<file path="src/rtl/tone_sequencer.sv">
// Song-RAM driven square-wave tone player with play/pause/stop control and note articulation gaps.
// Build macro TONE_SEQ_LOOP_EN: the song repeats from address 0 instead of returning to IDLE.
module tone_sequencer #(
   parameter int ADDR_W     = 8,
   parameter int TICK_DIV   = 6250000,
   parameter int GAP_CYCLES = 1000000
) (
   input  logic              clk,
   input  logic              RESET,
   input  logic              wr_en,
   input  logic [ADDR_W-1:0] wr_addr,
   input  logic [10:0]       wr_data,
   input  logic              start,
   input  logic              pause,
   input  logic              stop,
   output logic              speaker,
   output logic              busy,
   output logic              done,
   output logic [ADDR_W-1:0] cur_addr,
   output logic [5:0]        cur_note,
   output logic [2:0]        dbg_state
);
   localparam int TICK_W = $clog2(16 * TICK_DIV + 1);
   localparam int GAP_W  = $clog2(GAP_CYCLES + 1);

   typedef enum logic [2:0] {S_IDLE, S_FETCH, S_LOAD, S_PLAY, S_GAP, S_FINISH} state_t;

   state_t              state_q, state_d;
   logic [10:0]         mem [2**ADDR_W];
   logic [10:0]         rd_q;
   logic [ADDR_W-1:0]   addr_q, addr_d;
   logic [5:0]          note_q, note_d;
   logic                spk_q, spk_d;
   logic [TICK_W-1:0]   tick_q, tick_d;
   logic [GAP_W-1:0]    gap_q, gap_d;
   logic [8:0]          ncnt_q, ncnt_d, div_q, div_d;
   logic [7:0]          ocnt_q, ocnt_d, lim_q, lim_d;

   logic [5:0]          oct_w, semi_w;
   logic [8:0]          div_w;
   logic [7:0]          lim_w;
   logic [TICK_W-1:0]   tick_load;

   // RAM contents survive reset; the read port is simply registered every cycle.
   always_ff @(posedge clk) begin
      if (wr_en && state_q == S_IDLE) mem[wr_addr] <= wr_data;
      rd_q <= mem[addr_q];
   end

   always_comb begin
      oct_w     = rd_q[5:0] / 6'd12;
      semi_w    = rd_q[5:0] % 6'd12;
      lim_w     = 8'hFF >> oct_w;
      tick_load = TICK_W'((32'(rd_q[9:6]) + 32'd1) * 32'(TICK_DIV));
      unique case (semi_w)
         6'd0:    div_w = 9'd511;
         6'd1:    div_w = 9'd482;
         6'd2:    div_w = 9'd455;
         6'd3:    div_w = 9'd430;
         6'd4:    div_w = 9'd405;
         6'd5:    div_w = 9'd383;
         6'd6:    div_w = 9'd361;
         6'd7:    div_w = 9'd341;
         6'd8:    div_w = 9'd322;
         6'd9:    div_w = 9'd303;
         6'd10:   div_w = 9'd286;
         default: div_w = 9'd270;
      endcase
   end

   always_comb begin
      state_d = state_q;
      addr_d  = addr_q;
      note_d  = note_q;
      spk_d   = spk_q;
      tick_d  = tick_q;
      gap_d   = gap_q;
      ncnt_d  = ncnt_q;
      ocnt_d  = ocnt_q;
      div_d   = div_q;
      lim_d   = lim_q;
      if (stop && state_q != S_IDLE) begin
         state_d = S_IDLE;
         addr_d  = '0;
         note_d  = '0;
         spk_d   = 1'b0;
         tick_d  = '0;
         gap_d   = '0;
         ncnt_d  = '0;
         ocnt_d  = '0;
      end else begin
         unique case (state_q)
            S_IDLE: begin
               if (start) begin
                  state_d = S_FETCH;
                  addr_d  = '0;
               end
            end
            S_FETCH: state_d = S_LOAD;
            S_LOAD: begin
               if (rd_q[10]) begin
                  state_d = S_FINISH;
                  addr_d  = '0;
               end else begin
                  state_d = S_PLAY;
                  tick_d  = tick_load;
                  ncnt_d  = '0;
                  ocnt_d  = '0;
                  div_d   = div_w;
                  lim_d   = lim_w;
                  note_d  = rd_q[5:0];
                  spk_d   = 1'b0;
               end
            end
            S_PLAY: begin
               if (!pause) begin
                  // Note divider counts 0..D; each wrap advances the octave divider 0..(255>>O).
                  if (ncnt_q == div_q) begin
                     ncnt_d = '0;
                     if (ocnt_q == lim_q) begin
                        ocnt_d = '0;
                        if (note_q != 6'd0) spk_d = ~spk_q;
                     end else begin
                        ocnt_d = ocnt_q + 8'd1;
                     end
                  end else begin
                     ncnt_d = ncnt_q + 9'd1;
                  end
                  if (tick_q <= TICK_W'(1)) begin
                     state_d = S_GAP;
                     tick_d  = '0;
                     spk_d   = 1'b0;
                     note_d  = '0;
                     gap_d   = GAP_W'(GAP_CYCLES);
                  end else begin
                     tick_d = tick_q - TICK_W'(1);
                  end
               end
            end
            S_GAP: begin
               if (!pause) begin
                  if (gap_q <= GAP_W'(1)) begin
                     gap_d = '0;
                     if (addr_q == {ADDR_W{1'b1}}) begin
                        state_d = S_FINISH;
                        addr_d  = '0;
                     end else begin
                        state_d = S_FETCH;
                        addr_d  = addr_q + ADDR_W'(1);
                     end
                  end else begin
                     gap_d = gap_q - GAP_W'(1);
                  end
               end
            end
            S_FINISH: begin
`ifdef TONE_SEQ_LOOP_EN
               state_d = S_FETCH;
`else
               state_d = S_IDLE;
`endif
               addr_d  = '0;
            end
            default: state_d = S_IDLE;
         endcase
      end
   end

   always_ff @(posedge clk or posedge RESET) begin
      if (RESET) begin
         state_q <= S_IDLE;
         addr_q  <= '0;
         note_q  <= '0;
         spk_q   <= 1'b0;
         tick_q  <= '0;
         gap_q   <= '0;
         ncnt_q  <= '0;
         ocnt_q  <= '0;
         div_q   <= '0;
         lim_q   <= '0;
      end else begin
         state_q <= state_d;
         addr_q  <= addr_d;
         note_q  <= note_d;
         spk_q   <= spk_d;
         tick_q  <= tick_d;
         gap_q   <= gap_d;
         ncnt_q  <= ncnt_d;
         ocnt_q  <= ocnt_d;
         div_q   <= div_d;
         lim_q   <= lim_d;
      end
   end

   assign speaker   = spk_q;
   assign busy      = (state_q != S_IDLE);
   assign done      = (state_q == S_FINISH);
   assign cur_addr  = addr_q;
   assign cur_note  = note_q;
   assign dbg_state = state_q;
endmodule

</file>
<file path="config.mk">
export PLATFORM = sky130hd
export DESIGN_NAME = tone_sequencer
export DESIGN_NICKNAME = d
export VERILOG_FILES = /design/src/rtl/tone_sequencer.sv
export SDC_FILE = /design/constraint.sdc
export NUM_CORES = 2
export LEC_CHECK = 0
export BUFFER_PORTS_ARGS = -buffer_cell sky130_fd_sc_hd__buf_2
export CORE_MARGIN = 5
export CORE_UTILIZATION = 50
export CTS_CLUSTER_SIZE = 12
export DETAILED_ROUTE_END_ITERATION = 8
export PLACE_DENSITY = 0.67
export RECOVER_POWER = 50
export SETUP_SLACK_MARGIN = 0.15
export SLEW_MARGIN = 20
export SYNTH_ARGS = -nofsm -noshare
export SYNTH_HDL_FRONTEND = slang
export SYNTH_SLANG_ARGS = --single-unit
</file>
<file path="constraint.sdc">
create_clock -name clk -period 7.7 [get_ports clk]
set_input_delay 1.155 -clock clk [delete_from_list [all_inputs] [get_ports clk]]
set_output_delay 1.155 -clock clk [all_outputs]
set_load 0.005 [all_outputs]
</file>
==> impl_metrics.ini <==
[sta]
rsz0062_at_grt = false
tightest_slew_ns = 6.574
fin_crit_sh = 0.8141
finalSetupViolations = 0
finalHoldViolations = 0
slew_headroom = -3.383
setup_slack_ns = 1.431
max_freq_ghz = 0.1595
finalCriticalPeriod_ns = 6.269
clock_skew_ns = 0.04090
slew_viol_final = 1515
tns_ns = 0

[cts]
clock-sinks = 2925
clock_latency_ns = 0.93
clkTransAtPathRegs_ns = 0.06
post_cts_resized = 0
ctsHoldBuffers = 0
clockBufferDepth = 4
cts_tree = yes
numCtsBuffers = 315
htreeDepth = 5
post_cts_buffers = 0
clockRootBuffer = clkbuf_16

[worst_hold_path]
holdPathEnd = lim_q[1]
hp-class = register to register
hold_depth = 1
hold_start = lim_q[1]

[placement]
hpwlAfterDp_um = 159300
port_buffers = 44
routabilityCongestion = 0.8426
dp_slack_ns = 2.340

[worst_setup_path]
critical_path.reg2reg.endpoint = tick_q[24]
crit_type = input port to register
startpoint_type = input port
regToRegSetupSlack_ns = 2.32
cpPeakStageDelay_ns = 3.49
crit_arrival_ns = 6.69
worst-path-max-fanout = 98
reg2reg_from = rd_q[6]
slowest_stage = clkbuf_1
reg2reg_depth = 15
cp_num_buf_inv = 2
cp_cell_sequence = clkbuf_1 -> clkbuf_2
worst_ep_required_time_ns = 8.12
endpoint_kind = register
path_delay_family = buffers and inverters

[detailed_routing]
first_pass_iters = 5
detail-route-antenna-nets = 0
drt-initial-drc-count = 7004
drc_errors = 0
dr_total_vias = 56440
drt-total-wl_um = 276600
vias_per_cell = 6.329
routedWlPerCell_um = 31.01

[floorplanning]
start_util = 0.5020
dieArea_mm2 = 0.2405
fp.dieW_um = 490.4
die_h_um = 490.4
coreArea_mm2 = 0.2299
io_pins = 45
rows = 176

[power]
leakagePower_uw = 0.03831
vdd_ir_drop_max_mv = 0.2142
p_total_uw = 34000
powerDensity_mw_per_mm2 = 265.8

[yosys]
synth_top_area_share = 0.7327
synth.net_count = 5663
ys_seq_area_frac = 0.7559
synth-edff-count = 2816
ys.flop_type = edfxtp_1
syn_area_per_cell_um2 = 20.70
synth_cell_types = 74
yosysTopAreaCell = edfxtp_1
synth.most_common_cell = edfxtp_1
ys_warn_count = 0
ys_async_sr_fraction = 0.03350
netlist_top_cells_area = edfxtp_1 73%, mux4_2 14%, dfrtp_1 2.1%
synthTopCellsByCount = 2,816 x edfxtp_1, 731 x mux4_2, 338 x nor2_1
synth_cells = 5576
synth-seq-cells = 2925
synth_area_mm2 = 0.1154

[cells_and_area]
nets = 5807
area_growth_pct = 10.87
fill_cells = 16910
fin_util = 0.5566
drive_gt1_frac = 0.2261

[global_routing]
grt_overflow = 0
grt_pass1_wl_um = 403500
grt_antenna_before_repair = 20
grt_start_max_net_pins = 202
grt_pass1_vias = 56500
grtUsageTotal = 0.2284

[status]
status = finished, violations left
violations = max-capacitance violations, max-slew violations

[run]
max_cap_violations = 19
==> layer usage <==
metal	wire length [µm]	part of all wire	global-route usage
met5	37	0.00013	0
met4	9482	0.034	0.07016
met3	23280	0.084	0.04531
met2	132700	0.48	0.3565
met1	111100	0.40	0.3309
==> worst max-delay path by stage <==
stage | from | to | slack, ns | cells past startpoint
after floorplan | rd_q[6] | tick_q[24] | 2.94 | 14
after global placement | rd_q[6] | tick_q[24] | 2.40 | 14
after detailed placement | rd_q[6] | tick_q[24] | 2.34 | 14
after CTS | rd_q[6] | tick_q[24] | 2.31 | 14
after global routing | wr_data[1] | mem[111][1] | 1.06 | 2
final | wr_data[8] | mem[65][8] | 1.43 | 2
==> registers in the layout, indices dropped and copies added, names as in the netlist, 9 cells and up <==
register / count
tick_q: 27
rd_q: 11
gap_q: 20
mem: 2816
ncnt_q: 9
==> layout make-up <==
class / instances / area (µm²) / share of cell area
antenna: 6 / 15.01 / 0.0001173
multi-input combinational: 2298 / 26750 / 0.2090
clock inverter: 71 / 456.7 / 0.003569
sequential: 2925 / 87260 / 0.6819
timing repair buffer: 136 / 1124 / 0.008781
inverter: 44 / 166.4 / 0.001301
clock buffer: 412 / 8403 / 0.06567
tap: 3026 / 3786 / 0.02959
==> where the power goes <==
part           internal, µW  total, µW  switching, µW
logic                  1040       2680           1640
clock network          7750      13500           5750
registers             17600      17800            186
total                 26400      34000           7580
==> cells in the final DEF (no fill, tap or decap), drive strengths merged, types with 21 or more instances in the layout <==
cell type     n
clkinv       58
edfxtp     2816
nand3        59
o21ai       118
nor3         65
dfrtp        98
nor4         21
buf         112
a211oi       35
a22oi        39
inv          50
xnor2        21
a22o         23
xor2         21
mux2i       195
o22ai        55
mux4        731
a21oi       104
clkbuf      436
nor2        338
ha           45
nand2       150
o221ai       53
nand2b       27
==> through the flow <==
step,instance area (µm²),std cells,hold slack [ns]
2_1_floorplan,115400,5576,0.4463
3_3_place_gp,119000,8429,0.4650
3_5_place_dp,119100,8429,0.4825
4_1_cts,127900,8912,0.2938
5_1_grt,127900,8916,0.5193
6_report,128000,8918,0.4980
==> cell families (layout without fill, tap and decap cells) <==
family | count (synthesis) | count (layout) | share of synthesized area
flops | 2925 | 2925 | 0.7559
mux | 934 | 934 | 0.1603
simple gates | 742 | 742 | 0.02880
compound gates | 518 | 518 | 0.02934
buf+inv | 353 | 663 | 0.01461
fa+ha+maj | 62 | 62 | 0.007828
xor+xnor | 42 | 42 | 0.003188
other cells | 0 | 6 | 0
Note: power is estimated with default switching activity, not from simulation.
